`src/rtl/cpu_defs_pkg.sv`:
```
// Shared CPU constants and the F/D pipeline record.
// No logic here. It carries the reset PC, the ROM window, the nop encoding and the link offset.
// It is used by fetch, the ROM, decode and exception handling.
package cpu_defs;

    localparam logic [31:0] PC_RESET     = 32'h0000_3000;
    localparam int          IM_WORDS     = 4096;
    localparam logic [31:0] IM_LAST_ADDR = PC_RESET + 32'(4 * IM_WORDS) - 32'd4;
    localparam logic [31:0] NOP          = 32'h0000_0000;
    localparam logic [31:0] LINK_OFFSET  = 32'd8;

    typedef struct packed {
        logic [31:0] instr;
        logic [31:0] pc;
        logic [31:0] pc8;
        logic        valid;
        logic        adel;
    } fd_t;

endpackage

```
`src/rtl/if_stage_fd_reg.sv`:
```
// F/D pipeline register: instr, pc, pc8, valid and adel.
// Latency is 1 cycle. A clear loads a bubble and wins over a held enable.
// Backpressure: when en is low the register holds its contents.
module fd_reg
    import cpu_defs::*;
(
    input  logic        clk,
    input  logic        reset,
    input  logic        clr,
    input  logic        en,
    input  logic [31:0] instr_f,
    input  logic [31:0] pc_f,
    input  logic [31:0] pc8_f,
    input  logic        fault_f,
    output logic [31:0] instr_d,
    output logic [31:0] pc_d,
    output logic [31:0] pc8_d,
    output logic        valid_d,
    output logic        adel_d
);

    fd_t fd_q;

    always_ff @(posedge clk) begin
        if (reset || clr) begin
            fd_q <= '0;
        end else if (en) begin
            fd_q <= '{instr: instr_f, pc: pc_f, pc8: pc8_f, valid: 1'b1, adel: fault_f};
        end
    end

    assign instr_d = fd_q.instr;
    assign pc_d    = fd_q.pc;
    assign pc8_d   = fd_q.pc8;
    assign valid_d = fd_q.valid;
    assign adel_d  = fd_q.adel;

endmodule

```
`src/rtl/if_stage.sv`:
```
// Instruction fetch stage: holds the PC, addresses the ROM and fills the F/D register.
// Latency is 1 cycle from pc_f to instr_d. Redirects take effect on the next edge and keep the delay slot.
// Backpressure: stall freezes both the PC and F/D, and fd_clr injects a bubble.
module if_stage
#(
    parameter logic [31:0] PC_RESET = cpu_defs::PC_RESET,
    parameter int          IM_WORDS = cpu_defs::IM_WORDS
)
(
    input  logic        clk,
    input  logic        reset,
    input  logic        stall,
    input  logic        fd_clr,
    input  logic        redirect_en,
    input  logic [31:0] redirect_pc,
    output logic [31:0] im_pc,
    input  logic [31:0] im_instr,
    output logic [31:0] pc_f,
    output logic [31:0] instr_d,
    output logic [31:0] pc_d,
    output logic [31:0] pc8_d,
    output logic        valid_d,
    output logic        adel_d
);
    import cpu_defs::*;

    localparam logic [31:0] LAST_ADDR = PC_RESET + 32'(4 * IM_WORDS) - 32'd4;

    logic        fault_f;
    logic [31:0] instr_f;
    logic [31:0] pc_next;

    // Addresses that are misaligned or outside the ROM window fetch a nop and are flagged.
    assign fault_f = (pc_f[1:0] != 2'b00) || (pc_f < PC_RESET) || (pc_f > LAST_ADDR);
    assign instr_f = fault_f ? NOP : im_instr;
    assign im_pc   = pc_f;

    always_comb begin
        pc_next = pc_f + 32'd4;
        if (redirect_en) begin
            pc_next = redirect_pc;
        end
    end

    // Decode holds a redirect across a stall, so ignoring it here loses nothing.
    always_ff @(posedge clk) begin
        if (reset) begin
            pc_f <= PC_RESET;
        end else if (!stall) begin
            pc_f <= pc_next;
        end
    end

    fd_reg u_fd_reg (
        .clk     (clk),
        .reset   (reset),
        .clr     (fd_clr),
        .en      (!stall),
        .instr_f (instr_f),
        .pc_f    (pc_f),
        .pc8_f   (pc_f + LINK_OFFSET),
        .fault_f (fault_f),
        .instr_d (instr_d),
        .pc_d    (pc_d),
        .pc8_d   (pc8_d),
        .valid_d (valid_d),
        .adel_d  (adel_d)
    );

endmodule
```
`config.mk`:
```
export PLATFORM = sky130hd
export DESIGN_NAME = if_stage
export DESIGN_NICKNAME = d
export VERILOG_FILES = /design/src/rtl/cpu_defs_pkg.sv /design/src/rtl/if_stage_fd_reg.sv /design/src/rtl/if_stage.sv
export SDC_FILE = /design/constraint.sdc
export NUM_CORES = 1
export LEC_CHECK = 0
export CELL_PAD_IN_SITES_DETAIL_PLACEMENT = 0
export CELL_PAD_IN_SITES_GLOBAL_PLACEMENT = 1
export CORE_MARGIN = 4
export CORE_UTILIZATION = 30
export DETAILED_ROUTE_END_ITERATION = 7
export GPL_TIMING_DRIVEN = 0
export PLACE_DENSITY_LB_ADDON = 0.2
export SYNTH_ARGS = -nofsm -noshare
export SYNTH_HDL_FRONTEND = slang
export SYNTH_HIERARCHICAL = 1
export SYNTH_SLANG_ARGS = --single-unit
```
`constraint.sdc`:
```
create_clock -name clk -period 2.4 [get_ports clk]
set_clock_uncertainty 0.2 [all_clocks]
set_input_delay 0.6 -clock clk [delete_from_list [all_inputs] [get_ports clk]]
set_output_delay 0.6 -clock clk [all_outputs]
set_load 0.005 [all_outputs]
```
==> results of run 1 <==
logic make-up (layout without fill, tap and decap cells):
| family | after synthesis | count (layout) |
|---|---|---|
| adders and majority gates | 2 | 2 |
| and+or+nand+nor | 287 | 287 |
| muxes | 97 | 97 |
| buffers and inverters | 100 | 374 |
| AOI/OAI and AO/OA | 89 | 89 |
| DFF | 130 | 130 |
| xor gates and xnor gates | 35 | 35 |
worst reg2reg max path, delay by kind of cell (launching register included):
family | cells | cell delay, ns
muxes | 1 | 0.14
xor gates and xnor gates | 1 | 0.14
and+or+nand+nor | 4 | 0.66
DFF | 1 | 0.42
buffers and inverters | 3 | 0.62
final timing paths:
kind                         start                  to  slack (ns)  cells after the start
setup reg to reg          im_pc[8]  u_fd_reg/pc8_d[18]        0.09                      9
setup / recovery         im_pc[11]            pc_f[11]        0.05                      2
hold / removal    u_fd_reg/valid_d    u_fd_reg/valid_d        0.27                      2
hold reg to reg   u_fd_reg/valid_d    u_fd_reg/valid_d        0.27                      2
what timing repair did:
| item | CTS | global route |
|---|---|---|
| buffers inserted | 3 | 10 |
| gates cloned | 0 | 0 |
| pin swaps | 3 | 6 |
| endpoints found under the setup margin | 117 | 110 |
| gates resized for setup | 35 | 56 |
routing by layer:
metal / routed length (µm) / GRT usage / up-vias / share of wire
li1: - / - / 3051 / -
met1: 10700 / 0.263 / 2841 / 0.46
met2: 10900 / 0.302 / 284 / 0.46
met3: 1460 / 0.0353 / 24 / 0.062
met4: 384 / 0.0618 / 0 / 0.016
met5: 0 / 0 / - / 0
layout make-up:
cell class,count,area share
Multi-Input combinational cell,510,0.340
Sequential cell,130,0.264
Timing Repair Buffer,243,0.241
Buffer,92,0.0603
Clock buffer,22,0.0466
Tap cell,275,0.0345
Clock inverter,10,0.0109
Inverter,7,0.00264
flip-flops by register name, indices dropped and copies added (netlist names):
signal	count
u_fd_reg/instr_d	32
u_fd_reg/valid_d	1
u_fd_reg/adel_d	1
im_pc	32
u_fd_reg/pc8_d	32
u_fd_reg/pc_d	32
metrics by stage:
step                      TNS, ns  total power, µW  hold slack (ns)   util
after detailed placement   -57.10             3150            0.259  0.431
after global routing      -0.0431             5900            0.310  0.473
after floorplan                 0             2720            0.258      -
after CTS                       0             5740            0.274  0.464
after global placement     -57.54             3150            0.242  0.431
final                           0             5670            0.268  0.473
layout by cell type, fill, tap and decap left out, drive strengths merged, types with 11 or more instances in the layout:
cell type | synthesis | routed
nor3 | 15 | 15
clkdlybuf4s50 | 0 | 230
xor2 | 20 | 20
nand3 | 13 | 13
and2 | 35 | 35
nand4 | 18 | 18
nor4 | 11 | 11
buf | 61 | 75
o21ai | 15 | 15
xnor2 | 15 | 15
nor2 | 140 | 140
nand2 | 36 | 36
a21oi | 25 | 25
dfxtp | 130 | 130
clkbuf | 32 | 52
mux2i | 97 | 97
power groups by stage:
stage	combinational, µW	sequential (µW)	clock (µW)
after floorplan	404	2320	0
after global placement	814	2340	0
after detailed placement	812	2340	0
after CTS	828	2300	2620
after global routing	903	2300	2690
final	838	2300	2540
==> out/metrics.yaml, run 1 <==
outcome:
  status: "completed"
timing:
  hold_viol: 0
  max_freq_mhz: 426
  fin_crit_ns: 2.35
  slew_headroom: 0.503
  finalMaxSlewViolations: 0
  period_share: 0.979
  final.setup.worst_slack_ns: 0.0505
  tightest_slew_ns: 0.742
  finalSetupViolations: 0
floorplan:
  num_rows: 53
  num_io_pins: 231
  start_util: 0.306
  die_h_um: 155
  dieArea_mm2: 0.0239
  core_mm2: 0.0211
  die_w_um: 155
cts:
  cts-htree-levels: 4
  numCtsBuffers: 17
  root_buffer: "clkbuf_16"
  hold_buffers: 0
  path_clk_slew_ns: 0.06
  cts_max_path_buffers: 2
  cts_tree: "yes"
  cts.sinks: 130
  clk_latency_ns: 0.42
global_routing:
  grtUsageTotal: 0.191
  grt_start_max_net_pins: 17
  antenna_found_initial: 0
  grt_pass1_vias: 5954
  grt.overflow.total: 0
  grt_pass1_wl_mm: 35.5
layout:
  num_antenna_cells: 0
  fillers: 2113
  final_area_mm2: 0.00996
  final_layout_size_suffix_gt1_frac: 0.156
  area_growth_pct: 54.7
  multi_input_area_mm2: 0.00339
  final_cells: 1289
  fin_nets: 1072
  regArea_mm2: 0.00263
setup_path:
  worst_setup_path_end_kind: "output port"
  cp_num_buf_inv: 2
  path_class: "reg2out"
  crit_arrival_ns: 1.55
  worstSetupStartpointType: "register"
  critPathMaxFanout: 9
  crit_family: "buffers and inverters"
  crit_path_top_delay_cell: "clkdlybuf4s50_1"
  cpPeakStageDelay_ns: 0.49
  path_cells: "buf_4 -> clkdlybuf4s50_1"
  crit_required_ns: 1.60
yosys:
  synth_area_leader_cell: "dfxtp_1"
  synth.top_cell.area_share: 0.404
  postSynthAreaPerCell_um2: 8.71
  yosysUniqueCellTypes: 51
  synth-compound-area-share: 0.0903
  synth_area_mm2: 0.00644
  synthCells: 740
  synth.most_common_cell: "nor2_1"
  synth_adder_area_share: 0.00388
  synth-edff-count: 0
  yosysSeqAreaShare: 0.404
  synth_xor_area_frac: 0.0476
  ys_seq_elements: 130
  yosys.area_share.simple: 0.214
  synth_common_cells: "nor2_1, dfxtp_1, mux2i_1"
  synth_top_family_by_area: "simple AND/OR/NAND/NOR gates"
  synth_ff_type: "dfxtp_1"
  ys_async_sr_fraction: 0
  ys_warn_count: 6
  synth.area.mux_share: 0.151
  syn_nets: 811
  synth_area_leaders: "dfxtp_1, mux2i_1, nor2_1"
place:
  dp.cells: 1245
  place_area_mm2: 0.00909
  gp_congestion: 0.878
  hpwlAfterDp_mm: 17.6
  io_buffers: 230
  dp_slack_ns: -0.579
pwr:
  ir_worst_vdd_v: 0.000483
  power_per_cell_area_mw_per_mm2: 569
  internal_power_uw: 4250
  combPwrFrac: 0.148
  switching_share: 0.250
  power_leakage_uw: 0.00398
  clkPwrFrac: 0.448
  p_seq_frac: 0.405
  p_sw_uw: 1420
routing:
  vias: 6200
  routed_wl_mm: 23.5
  drt-initial-drc-count: 323
  firstDrtPassIters: 6
  viasPerCell: 4.81
  drc: 0
  wl_per_cell_um: 18.2
  ant_nets: 0
job:
  cap_viol_max_count: 0
worst_hold_path:
  hold_class: "reg2reg"
No activity file was read; power rests on OpenSTA's default activity.
==> inputs of run 2 (changes only) <==
--- a/config.mk
+++ b/config.mk
@@ -11,7 +11,7 @@
 export CORE_UTILIZATION = 30
 export DETAILED_ROUTE_END_ITERATION = 7
 export GPL_TIMING_DRIVEN = 0
-export PLACE_DENSITY_LB_ADDON = 0.2
+export PLACE_DENSITY_LB_ADDON = 0.1
 export SYNTH_ARGS = -nofsm -noshare
 export SYNTH_HDL_FRONTEND = slang
 export SYNTH_HIERARCHICAL = 1
==> run 2 against run 1 <==
Flip-flop and latch count did not move. Clock-buffer cell count is 1 higher. Die area unchanged. Via count about the same. Register-to-register slack gained 0.08 ns. Non-clock buffer count down 1. Maximum frequency shrank 0.13%. Critical path type is now in2reg. Critical endpoint is now im_pc[16].
==> out/metrics.yaml, run 2 (synthesis gave the netlist of run 1 again) <==
floorplan:
  num_io_pins: 231  # unchanged
  die_w_um: 155  # unchanged
  dieArea_mm2: 0.0239  # unchanged
  num_rows: 53  # unchanged
  die_h_um: 155  # unchanged
  core_mm2: 0.0211  # unchanged
  start_util: 0.306  # unchanged
timing:
  fin_crit_ns: 2.35  # +0.00301 ns
  slew_headroom: 0.415  # -0.0881
  period_share: 0.980  # +0.00126
  grt_setup_unrepaired: "true"
  setup_tns_ns: 0  # unchanged
  max_freq_mhz: 425  # -0.13%
  tightest_slew_ns: 0.874  # +0.132 ns
  finalSetupViolations: 0  # unchanged
  hold_viol: 0  # unchanged
  finalMaxSlewViolations: 0  # unchanged
job:
  cap_viol_max_count: 0  # unchanged
global_routing:
  antenna_found_initial: 0  # unchanged
  grt_start_max_net_pins: 17  # unchanged
  grt_pass1_wl_mm: 36.2  # +1.8%
  grt.overflow.total: 0  # unchanged
  grt_pass1_vias: 6097  # +2.4%
  grtUsageTotal: 0.195  # +0.00407
setup_path:
  worst_setup_path_end_kind: "register"
  worstSetupStartpointType: "primary input"
  cp_num_buf_inv: 3  # +1
  r2r_slack_ns: 0.17  # +0.08 ns
  crit_path_top_delay_cell: "clkdlybuf4s50_1"
  crit_arrival_ns: 2.49  # +0.94 ns
  cpPeakStageDelay_ns: 0.52  # +0.03 ns
  crit_required_ns: 2.54  # +0.94 ns
  reg2reg_depth: 7  # -2
  cpMostUsedCell: "clkbuf_1"
  path_cells: "clkdlybuf4s50_1 -> clkbuf_1 -> clkbuf_1 -> o21ai_0 -> a21oi_1"
  critPathMaxFanout: 10  # +1
  crit_family: "buffers and inverters"
  crit_cells: 5  # +3
  path_class: "in2reg"
pwr:
  power_leakage_uw: 0.00397  # -0.21%
  power_per_cell_area_mw_per_mm2: 584  # +2.6%
  ir_worst_vdd_v: 0.000466  # -3.5%
  power.total_uw: 5840  # +3.0%
layout:
  area_growth_pct: 55.2
  num_antenna_cells: 0  # unchanged
  fin_nets: 1071  # -0.093%
  final_layout_size_suffix_gt1_frac: 0.152  # -0.00379
  layout_common_cells: "clkdlybuf4s50_1, nor2_1, dfxtp_1"
  final_common_cell: "clkdlybuf4s50_1"
routing:
  viasPerCell: 4.81  # about the same
  drt-initial-drc-count: 393  # +22%
  ant_nets: 0  # unchanged
  vias: 6194  # -0.097%
  wl_per_cell_um: 18.3  # +0.75%
  routed_wl_mm: 23.6  # +0.67%
  drc: 0  # unchanged
  firstDrtPassIters: 5  # -1
cts:
  path_clk_slew_ns: 0.05  # about the same
  root_buffer: "clkbuf_16"
  cts_tree: "yes"
  cts.sinks: 130  # unchanged
  numCtsBuffers: 17  # unchanged
  cts_max_path_buffers: 2  # unchanged
  hold_buffers: 0  # unchanged
  cts-htree-levels: 4  # unchanged
  clk_latency_ns: 0.42  # about the same
place:
  gp_congestion: 0.861  # -1.9%
  io_buffers: 230  # unchanged
  hpwlAfterDp_mm: 17.5  # -0.97%
outcome:
  status: "completed"
worst_hold_path:
  hold_class: "reg2reg"
  min_delay_path_depth: 2  # unchanged
==> run 2: through the flow <==
stage	worst slack [ns]	instances	instance area (µm²)	hold WS [ns]	utilization
6_report	0.0474	1288	10000	0.269	0.474
3_3_place_gp	-0.690	1245	9090	0.248	0.431
4_1_cts	0.0144	1280	9830	0.275	0.466
3_5_place_dp	-0.620	1245	9090	0.260	0.431
5_1_grt	-0.0622	1288	10000	0.319	0.474
2_1_floorplan	0.0553	740	6440	0.258	-
==> run 2: area by class of cell <==
cell class / count / area [µm²]
plain buffers: 92 / 607
repair buffers: 242 / 2390
clock buffers: 23 / 478
clock inverters: 9 / 129
fillers: 2122 / 11100
flip-flops and latches: 130 / 2630
inverters: 7 / 26.3
multi-input cells: 510 / 3400
well taps: 275 / 344
==> run 2: power breakdown <==
part	internal, µW	leakage [µW]	switching [µW]
sequential	2220	0.00106	73.0
clock	1710	0.000293	1000
combinational	461	0.00262	379
total	4390	0.00397	1450
==> run 2: routing by layer <==
metal  global-route usage  part of all wire  vias up
li1                     -                 -     3031
met1                0.275              0.48     2891
met2                0.291              0.44      237
met3               0.0448             0.062       35
met4               0.0702             0.021        0
met5                    0                 0        -
==> run 2: tightest hold or removal path: cells and delay by family (launching register included) <==
family / cells / cell delay, ns
flip-flops: 1 / 0.32
AND/OR/NAND/NOR: 2 / 0.11
==> run 2: worst paths after layout <==
check              startpoint            endpoint
max                     stall           im_pc[16]
min          u_fd_reg/valid_d    u_fd_reg/valid_d
max reg2reg          im_pc[9]  u_fd_reg/pc8_d[25]
min reg2reg  u_fd_reg/valid_d    u_fd_reg/valid_d
==> run 2: timing repair <==
item | CTS | global route
pin swaps | 3 | 6
setup endpoints to repair | 120 | 109
buffers inserted | 4 | 8
resized for setup | 33 | 58
==> inputs of run 3 (changes only) <==
--- a/config.mk
+++ b/config.mk
@@ -9,6 +9,7 @@
 export CELL_PAD_IN_SITES_GLOBAL_PLACEMENT = 1
 export CORE_MARGIN = 4
 export CORE_UTILIZATION = 30
+export CTS_CLUSTER_DIAMETER = 50
 export DETAILED_ROUTE_END_ITERATION = 7
 export GPL_TIMING_DRIVEN = 0
 export PLACE_DENSITY_LB_ADDON = 0.1
==> results of run 3 <==
No change in the layout: final DEF, timing and power equal those of run 2.
==> RTL edit: new RTL, flow settings as in run 1 <==
Reset style: asynchronous (`reset`), changed in one clocked block.
--- a/src/rtl/if_stage.sv
+++ b/src/rtl/if_stage.sv
@@ -44,5 +44,5 @@
 
     // Decode holds a redirect across a stall, so ignoring it here loses nothing.
-    always_ff @(posedge clk) begin
+    always_ff @(posedge clk or posedge reset) begin
         if (reset) begin
             pc_f <= PC_RESET;
Check against the original RTL: differs if reset is asserted again (counterexample within 4 cycles, from zero or initial values and one cycle with reset high); with reset held inactive, the same outputs for 10 cycles.
==> RTL edit against run 1 <==
  * Area after synthesis increased by 4.8%
  * Critical path depth did not move
  * Utilization shrank 0.062 points
  * First-iteration DRC count up 73%
  * Design area increased by 4.0%
  * Sequential cell count unchanged
  * Routed wire length rose by 9.4%
  * Setup slack got worse by 0.019 ns
  * Synthesized cell count rose by 0.27%
Power is not compared: it rests on default switching activity, and its combinational part moved more than twofold at a synthesized area within 25%.
==> RTL edit: results <==
{
  "status": "complete, no violations",
  "cts_root_buf": "clkbuf_16",
  "swShare_pct": 29.44,
  "ys_seq_area_share_pct": 40.96,
  "drive_above_1_share_pct": 17.72,
  "yosysWarnings": 6,
  "min_path_cells": 2,
  "clock_path_buffers": 2,
  "synthTopCellsByArea": "dfxtp_1 29%, mux2i_1 15%, dfrtp_1 11%",
  "placed_area_mm2": 0.009403,
  "grt_usage_pct": 19.83,
  "worstPathMaxFanout": 6,
  "clock_latency_ns": 0.42,
  "clk_pin_slew_ns": 0.06,
  "syn_nets": 813,
  "slew_headroom_pct": 48.29,
  "grt_max_degree": 33,
  "wire_per_inst_um": 19.64,
  "r2r_cells": 8,
  "synth_common_cells": "120 x nor2_1, 99 x mux2i_1, 98 x dfxtp_1, 35 x buf_4, 34 x and2_1",
  "nets": 1085,
  "slowest_stage": "clkdlybuf4s50_1",
  "port_buffers": 230,
  "cts_made_buffers": 17,
  "max_stage_delay_ns": 0.53,
  "hpwlAfterDp_mm": 18.90,
  "cp.arrival_ns": 1.57,
  "vias_per_cell": 5.015,
  "synth_cell_type_count": 63,
  "hold_class": "reg2reg",
  "leakagePower_uw": 0.004226,
  "drt-pass1-iter-count": 5,
  "antenna_found_initial": 0,
  "grt_pass1_vias": 6246,
  "yosys_most_used_dff": "dfxtp_1",
  "grt_pass1_wl_mm": 37.90,
  "drt_first_iter_violations": 559,
  "h-tree-depth": 4,
  "gp_congestion": 0.8899,
  "ys_async_sr_fraction_pct": 24.62,
  "setup_viol": 0,
  "antenna_cells": 0,
  "vdd_ir_drop_max_uv": 375.6
}
-- RTL edit: cell types whose count changed after synthesis, moves of 6 or more --
cell	run 1	this run
nor2_1	140	120
dfrtp_1	0	30
nand3_1	13	25
xor2_1	20	8
a211oi_1	8	2
o21ai_0	15	21
a21oi_1	25	16
nand2_1	36	27
dfxtp_1	130	98
nand4_1	16	25
inv_1	7	17
-- RTL edit: what timing repair did --
action / in CTS / in global routing
setup buffers: 20 / 6
gates resized for setup: 32 / 48
endpoints found under the setup margin: 141 / 64
gates cloned: 0 / 0
pin swaps: 3 / 3
hold buffers: 0 / 0
-- RTL edit: final cells by class --
cell class              instances  area [um^2]
clock inverters                 9        80.08
fillers                      2172        11600
flip-flops and latches        130         2780
inverters                      17        63.81
clock buffers                  23        478.0
well taps                     280        350.3
repair buffers                256         2522
plain buffers                  88        585.6
multi-input cells             504         3502
-- RTL edit: logic make-up (layout without fill, tap and decap cells) --
logic type / count (synthesis) / count (layout) / share of synthesized area, %
compound gates: 79 / 79 / 7.748
xor+xnor: 28 / 28 / 3.633
fa+ha+maj: 2 / 2 / 0.3707
buf+inv: 108 / 393 / 9.101
flops: 130 / 130 / 40.96
mux: 101 / 101 / 15.01
simple gates: 294 / 294 / 23.17
-- RTL edit: through the flow --
step	setup WS, ns	instances	setup TNS (ns)	hold WS [ns]
floorplan	0.2969	742	0	0.2576
global placement	-0.7157	1252	-78.36	0.2424
detailed placement	-0.7227	1252	-74.98	0.2587
CTS	0.004911	1303	0	0.2733
global route	-0.01859	1307	-0.03800	0.3126
finish	0.03179	1307	0	0.2694
-- RTL edit: path summary, 6_finish.rpt --
| check | startpoint | to | slack [ns] |
|---|---|---|---|
| min in group asynchronous | reset | im_pc[22] | 0.47 |
| hold reg to reg | u_fd_reg/valid_d | u_fd_reg/valid_d | 0.27 |
| max in group asynchronous | reset | im_pc[3] | 0.99 |
| setup / recovery | im_pc[20] | pc_f[20] | 0.03 |
| setup reg to reg | im_pc[14] | u_fd_reg/pc8_d[31] | 0.13 |
| hold / removal | u_fd_reg/valid_d | u_fd_reg/valid_d | 0.27 |
-- RTL edit: worst max-delay path: cells and delay by family (launching register included) --
kind	cells	cell delay [ns]
buffers and inverters	2	0.67
DFF	1	0.47
-- RTL edit: power by group through the flow --
stage / combinational [uW] / sequential (uW) / clock [uW]
after detailed placement: 1520 / 2560 / 0
after global routing: 1830 / 2500 / 2650
after CTS: 1630 / 2500 / 2540
after global placement: 1520 / 2560 / 0
after floorplan: 761 / 2490 / 0
final: 1710 / 2480 / 2490
-- RTL edit: layer usage --
layer	track usage, %	part of all wire [%]	vias to the layer above	routed length [um]
met2	30.81	44	308	11390
met5	0	0	-	0
met4	4.955	1.4	0	366
li1	-	-	3110	-
met1	27.46	46	3103	11680
met3	5.358	8.7	34	2229
